## src/rtl/div_unit.sv

```systemverilog
// div_unit: iterative 32-bit radix-2 restoring divider for the EX stage.
// Accepts DIV/DIVU operands from IDLE, performs one restoring step per
// cycle, and holds the pipeline through stallreq until the packed
// {remainder, quotient} result is ready. Divide-by-zero yields 0/0 and an
// in-flight operation can be annulled.
module div_unit #(
    parameter int WIDTH = 32
) (
    input  logic                 clk,
    input  logic                 rst,
    input  logic                 signed_div,
    input  logic [WIDTH-1:0]     opdata1,
    input  logic [WIDTH-1:0]     opdata2,
    input  logic                 start,
    input  logic                 annul,
    output logic [2*WIDTH-1:0]   result,
    output logic                 ready,
    output logic                 stallreq
);

    localparam logic [1:0] ST_IDLE   = 2'd0;
    localparam logic [1:0] ST_BYZERO = 2'd1;
    localparam logic [1:0] ST_ON     = 2'd2;
    localparam logic [1:0] ST_END    = 2'd3;

    localparam logic [5:0] CNT_DONE  = 6'(WIDTH);

    logic [1:0]           state_reg,    state_next;
    logic [5:0]           cnt_reg,      cnt_next;
    logic [2*WIDTH:0]     dividend_reg, dividend_next;
    logic [WIDTH-1:0]     divisor_reg,  divisor_next;
    logic                 signed_reg,   signed_next;
    logic                 sign1_reg,    sign1_next;
    logic                 sign2_reg,    sign2_next;
    logic [2*WIDTH-1:0]   result_reg,   result_next;
    logic                 ready_reg,    ready_next;

    // Operand magnitudes: negative operands in signed mode are replaced by
    // their two's-complement magnitude. 0x80000000 maps to itself, which is
    // the correct unsigned magnitude.
    logic                 op1_neg;
    logic                 op2_neg;
    logic [WIDTH-1:0]     op1_mag;
    logic [WIDTH-1:0]     op2_mag;

    // Restoring step: the trial subtraction is done one bit wider so the
    // borrow (bit WIDTH) tells whether the divisor fit.
    logic [WIDTH:0]       diff;

    // Fix-up: sign correction applied to the raw unsigned results.
    logic [WIDTH-1:0]     quot_raw;
    logic [WIDTH-1:0]     rem_raw;
    logic [WIDTH-1:0]     quot_fix;
    logic [WIDTH-1:0]     rem_fix;

    // Operand conditioning for the accept cycle.
    always_comb begin
        op1_neg = signed_div & opdata1[WIDTH-1];
        op2_neg = signed_div & opdata2[WIDTH-1];
        op1_mag = op1_neg ? (~opdata1 + 1'b1) : opdata1;
        op2_mag = op2_neg ? (~opdata2 + 1'b1) : opdata2;
    end

    // Datapath: trial subtraction and final sign correction.
    always_comb begin
        diff     = {1'b0, dividend_reg[2*WIDTH-1:WIDTH]} - {1'b0, divisor_reg};
        quot_raw = dividend_reg[WIDTH-1:0];
        rem_raw  = dividend_reg[2*WIDTH:WIDTH+1];
        quot_fix = (signed_reg && (sign1_reg ^ sign2_reg)) ? (~quot_raw + 1'b1) : quot_raw;
        rem_fix  = (signed_reg && sign1_reg) ? (~rem_raw + 1'b1) : rem_raw;
    end

    // Next-state and register update logic for the divider FSM.
    always_comb begin
        state_next    = state_reg;
        cnt_next      = cnt_reg;
        dividend_next = dividend_reg;
        divisor_next  = divisor_reg;
        signed_next   = signed_reg;
        sign1_next    = sign1_reg;
        sign2_next    = sign2_reg;
        result_next   = result_reg;
        ready_next    = ready_reg;

        case (state_reg)
            ST_IDLE: begin
                ready_next  = 1'b0;
                result_next = '0;
                if (start && !annul) begin
                    if (opdata2 == '0) begin
                        state_next = ST_BYZERO;
                    end else begin
                        state_next    = ST_ON;
                        cnt_next      = '0;
                        signed_next   = signed_div;
                        sign1_next    = op1_neg;
                        sign2_next    = op2_neg;
                        divisor_next  = op2_mag;
                        dividend_next = {{WIDTH{1'b0}}, op1_mag, 1'b0};
                    end
                end
            end

            ST_BYZERO: begin
                // annul is deliberately ignored here; the 0/0 result is
                // cheap and always completes on the next edge.
                dividend_next = '0;
                result_next   = '0;
                ready_next    = 1'b1;
                state_next    = ST_END;
            end

            ST_ON: begin
                if (annul) begin
                    state_next  = ST_IDLE;
                    result_next = '0;
                    ready_next  = 1'b0;
                end else if (cnt_reg != CNT_DONE) begin
                    if (diff[WIDTH]) begin
                        dividend_next = {dividend_reg[2*WIDTH-1:0], 1'b0};
                    end else begin
                        dividend_next = {diff[WIDTH-1:0], dividend_reg[WIDTH-1:0], 1'b1};
                    end
                    cnt_next = cnt_reg + 6'd1;
                end else begin
                    result_next = {rem_fix, quot_fix};
                    ready_next  = 1'b1;
                    state_next  = ST_END;
                end
            end

            ST_END: begin
                // Result is held until EX drops start; a start held high
                // here never re-arms the unit.
                if (!start) begin
                    state_next  = ST_IDLE;
                    ready_next  = 1'b0;
                    result_next = '0;
                end
            end

            default: begin
                state_next  = ST_IDLE;
                ready_next  = 1'b0;
                result_next = '0;
            end
        endcase
    end

    // State registers with asynchronous active-low reset.
    always_ff @(posedge clk or negedge rst) begin
        if (!rst) begin
            state_reg    <= ST_IDLE;
            cnt_reg      <= '0;
            dividend_reg <= '0;
            divisor_reg  <= '0;
            signed_reg   <= 1'b0;
            sign1_reg    <= 1'b0;
            sign2_reg    <= 1'b0;
            result_reg   <= '0;
            ready_reg    <= 1'b0;
        end else begin
            state_reg    <= state_next;
            cnt_reg      <= cnt_next;
            dividend_reg <= dividend_next;
            divisor_reg  <= divisor_next;
            signed_reg   <= signed_next;
            sign1_reg    <= sign1_next;
            sign2_reg    <= sign2_next;
            result_reg   <= result_next;
            ready_reg    <= ready_next;
        end
    end

    // Stall request: asserted combinationally as soon as an operation is
    // requested, released in END so EX advances in the ready cycle.
    always_comb begin
        stallreq = ((state_reg == ST_IDLE) && start && !annul)
                 || (state_reg == ST_BYZERO)
                 || (state_reg == ST_ON);
    end

    assign result = result_reg;
    assign ready  = ready_reg;

endmodule

```

## config.mk

```make
export PLATFORM = sky130hd
export DESIGN_NAME = div_unit
export DESIGN_NICKNAME = d
export VERILOG_FILES = /design/src/rtl/div_unit.sv
export SDC_FILE = /design/constraint.sdc
export NUM_CORES = 1
export LEC_CHECK = 0
export ABC_CLOCK_PERIOD_IN_PS = 2700
export BUFFER_PORTS_ARGS = -buffer_cell sky130_fd_sc_hd__buf_4
export CAP_MARGIN = 15
export CORE_ASPECT_RATIO = 1.75
export CORE_MARGIN = 1.5
export CORE_UTILIZATION = 30
export CTS_CLUSTER_DIAMETER = 50
export CTS_CLUSTER_SIZE = 40
export DETAILED_ROUTE_END_ITERATION = 10
export GPL_ROUTABILITY_DRIVEN = 0
export PLACE_DENSITY = 0.5
export SYNTH_ARGS = -nofsm -noshare
export SYNTH_HDL_FRONTEND = slang
export SYNTH_SLANG_ARGS = --single-unit
```

## constraint.sdc

```tcl
create_clock -name clk -period 2.7 [get_ports clk]
set_input_delay 0.27 -clock clk [delete_from_list [all_inputs] [get_ports clk]]
set_output_delay 0.27 -clock clk [all_outputs]
set_load 0.05 [all_outputs]
```

# Yosys cells after proc, flatten, opt, wreduce, memory -nomap -nowiden
# Cells that the tools add are included.
# classes
n_bitwise	8
reduce_logical	18
mux	29
addsub	6
eq_ne	10
# op_table
op	n
$mux W65	5
$pmux W65 S3	1
$mux W64	3
$pmux W64 S3	1
$add A32 B1 Y32 const B	4
$mux W32	4
$not A32 Y32	4
$sub A32 B32 Y33	1
$logic_not A32 Y1	1
$mux W6	4
$pmux W6 S2	1
$mux W2	5
$ne A2 B2 Y1 const B	5
$reduce_and A5 Y1	2
$pmux W2 S4	1
$add A6 B1 Y6 const B	1
$ne A6 B6 Y1 const B	1
$reduce_and A3 Y1	2
$logic_and A1 B1 Y1	5
$eq A2 B2 Y1 const B	2
$pmux W1 S4	1
$mux W1	3
$ne A3 B3 Y1 const B	1
$reduce_bool A3 Y1	1
10 further kinds	12
# word_totals
inputBits	69
output_inout_bits	66
regBits	173
word_cells	80

# Longest topological paths before layout
# logic_depth
word_depth	6
mapped_depth	13
mapped_depth_nobuf	11

# Least setup slack after synthesis
# Ideal clock, no wire load.
# synth_timing
path_type	reg2reg
start	reg dividend_reg[32]
end	reg dividend_reg[58]
slack_ps	-59
path_stages_with_launch	14
path_buffers	2
t_arrival_ps	2671
required_time_ps	2613
period_less_slack_ps	2759
setup_ps	87
cell_sequence	dfrtp_1 inv_1 ha_1 fa_1 nand2b_1 a21oi_1 o31ai_1 a21oi_1 a21oi_1 o211ai_1 buf_2 buf_4 nand2_1 o211ai_1
# synth_via
elab_chain_cells	5
# synth_rtl
item	line_no	text
from (decl)	30	logic [2*WIDTH:0] dividend_reg, dividend_next;
from (signal assigned)	165	dividend_reg <= dividend_next;
$sub A32 B32 Y33	66	diff = {1'b0, dividend_reg[2*WIDTH-1:WIDTH]} - {1'b0, divisor_reg};
$mux W65	119	if (diff[WIDTH]) begin
$mux W65	118	end else if (cnt_reg != CNT_DONE) begin
$mux W65	114	if (annul) begin
$pmux W65 S3	85	case (state_reg)
# No other way between the ends. The select of a mux whose other input is x is not followed.
# A chain may end at the register's enable or synchronous reset.

# Final worst setup path
# layout_timing
start	reg dividend_reg[32]
end	reg dividend_reg[41]
# Same word-level chain as after synthesis.

==> flow_summary.json <==
{
  "rsz0062_at_grt": "yes",
  "yosys_most_used_dff": "dfrtp_1",
  "finalMaxSlewViolations": 0,
  "grt_overflow_total": 0,
  "vias": 11100,
  "synth_seq_cells": 173,
  "final_cell_mix": "buf_4 (321), nand2_1 (192), dfrtp_1 (172), o21ai_0 (153), nor2_1 (101)",
  "place_ws_ns": -0.261,
  "violations": "negative setup slack",
  "cp-end-kind": "flop",
  "crit_slowest_cell": "dfrtp_1",
  "maxCapViolCount": 0,
  "synth_edf_count": 0,
  "drcViolationCount": 0,
  "nets": 1806,
  "numCtsBuffers": 17,
  "core_sq_mm": 0.0385,
  "areaGrowthSynthToFinish_pct": 35.5,
  "first_global_vias": 11400,
  "clk_path_buf_depth": 2,
  "tightest_slew_ns": 0.771,
  "cp.arrival_ns": 3.12,
  "hpwl_microns": 29400,
  "finalCritPeriodShare_pct": 103,
  "root_buffer": "clkbuf_16",
  "largest_reg_flops": 65,
  "final_common_cell": "buf_4",
  "dr.pass1.iters": 5,
  "regArea_sq_mm": 0.00433,
  "multiInputGateArea_sq_mm": 0.00725,
  "critical_path.startpoint_type": "flop",
  "setup_ws_ns": -0.0814,
  "synth.distinct_cells": 81,
  "setup_violations": 7,
  "cp_num_buf_inv": 6,
  "portBuffers": 134,
  "postSynthCellCount": 1395,
  "avgViaCountPerCell": 5.05,
  "syn_area_sq_mm": 0.0117,
  "crit_required_ns": 3.03,
  "grt_max_degree": 65,
  "clock_sinks": 173,
  "syn_nets": 1509,
  "path_delay_family": "buffers and inverters",
  "max_slew_margin_pct": 48.6,
  "h-tree-depth": 4,
  "drtIter0Drc": 393,
  "p_leak_nw": 7.16,
  "fillerInstances": 3987,
  "outcome": "finished, violations left",
  "routed_wl_microns": 37400,
  "grt_pass1_wl_microns": 59100,
  "drive_above_1_share_pct": 28.0,
  "antenna_found_initial": 1,
  "final_design_area_no_fill_sq_mm": 0.0159,
  "die_h_microns": 265,
  "worstPathMaxFanout": 4,
  "slowest_delay_ns": 0.37,
  "yosysSeqAreaShare_pct": 36.9,
  "dpl_cell_area_sq_mm": 0.0146,
  "boundaryPins": 135,
  "layout.cells.non_filler": 2190,
  "hold_viol_final": 0,
  "power_density_mw_per_mm2": 756,
  "syn_area_per_cell_sq_um": 8.41,
  "cts_tree": "built",
  "ant_nets": 0,
  "layout_min_cycle_time_ns": 2.78,
  "initial_utilization_pct": 30.5,
  "die_area_sq_mm": 0.0403,
  "fin_skew_ns": 0.0111,
  "hp-class": "in2reg",
  "routedWlPerCell_microns": 17.1,
  "criticalPathCategory": "reg2reg",
  "synthArstFlopShare_pct": 100,
  "dp.cells": 2131,
  "path_cells": "inv_2, ha_4, fa_2, nand2b_4, a21oi_4, o31ai_4, a21oi_2, buf_4, a21oi_2, o211ai_1, buf_4, buf_12, buf_12, buf_6, mux2i_2, o21ai_1",
  "cts.reportedPaths.clkPinSlew_ns": 0.07,
  "fp-row-count": 95,
  "grt_usage_pct": 18.5,
  "yosysWarnings": 0,
  "fmax_mhz": 360,
  "floorplan.die.width_microns": 152,
  "clock_latency_ns": 0.46,
  "vdd_ir_drop_max_mv": 0.399
}
-- Yosys cell counts, types with 24 or more instances --
cell type | n | area [sq um]
dfrtp_1 | 173 | 4330
nor2_1 | 104 | 390
mux2i_1 | 28 | 280
nand2_1 | 195 | 732
o21ai_0 | 172 | 861
xnor2_1 | 71 | 622
a21oi_1 | 96 | 480
clkbuf_1 | 47 | 176
a22oi_1 | 24 | 180
xor2_1 | 73 | 639
inv_1 | 59 | 221
ha_1 | 44 | 551
-- stage by stage --
stage / total power [mW] / TNS (ns) / util, % / hold slack [ns]
floorplan: 7.08 / 0 / - / -0.0256
global placement: 9.35 / -5.95 / 38.0 / 0.284
detailed placement: 9.43 / -6.61 / 38.0 / 0.283
CTS: 12.0 / -0.508 / 40.4 / 0.0680
global route: 12.9 / -2.92 / 41.3 / 0.117
finish: 12.0 / -0.315 / 41.3 / 0.0881
-- where the power goes --
group	leakage, nW	internal [mW]	switching [mW]
Clock	0.271	1.32	1.10
Combinational	4.61	2.62	3.44
Sequential	2.27	3.10	0.437
Total	7.16	7.05	4.97
-- final timing paths --
path                                  start  slack [ns]  cells after the start               end
setup / recovery           dividend_reg[32]       -0.08                     16  dividend_reg[41]
max in group asynchronous               rst        1.49                      3  dividend_reg[58]
setup reg to reg           dividend_reg[32]       -0.08                     16  dividend_reg[41]
hold reg to reg             divisor_reg[27]        0.48                      2   divisor_reg[27]
hold / removal                  opdata2[31]        0.09                      3   divisor_reg[31]
min in group asynchronous               rst        0.34                      2        result[26]
-- timing repair --
| action | CTS | global route |
|---|---|---|
| endpoints found under the setup margin | 42 | 43 |
| cloned | 3 | 0 |
| endpoints found under the hold margin | 54 | 0 |
| pin swaps | 23 | 37 |
| resized for setup | 50 | 62 |
| hold buffers | 1 | 0 |
| setup buffers | 16 | 11 |
-- per-layer routing --
metal  track usage (%)  up-vias  share of wire (%)
met3              2.48       88                2.5
met5                 0        -                  0
met4              10.0        0                4.7
met2              35.8      221                 55
li1                  -     5530                  -
met1              19.0     5229                 38
-- logic make-up after synthesis --
group                    Yosys count  share of synthesized area [%]
AO/OA/AOI/OAI                    425                           22.1
multiplexers                      29                           2.49
flip-flops                       173                           36.9
XOR/XNOR                         144                           10.8
buffers and inverters            133                           4.67
adder cells (fa/ha/maj)           45                           4.86
AND/OR/NAND/NOR                  446                           18.2
-- tightest hold or removal path, delay by kind of cell --
family / cells / cell delay, ns
buffers and inverters: 1 / 0.12
AND/OR/NAND/NOR: 1 / 0.05
AO/OA/AOI/OAI: 1 / 0.06
-- area by class of cell --
class | count | area share (%)
Timing Repair Buffer | 352 | 18.3
Antenna cell | 1 | 0.0157
Clock inverter | 11 | 0.708
Multi-Input combinational cell | 1089 | 45.6
Inverter | 59 | 1.39
Tap cell | 485 | 3.82
Clock buffer | 20 | 2.87
Sequential cell | 173 | 27.2
Power figures use the tool's default switching activity.
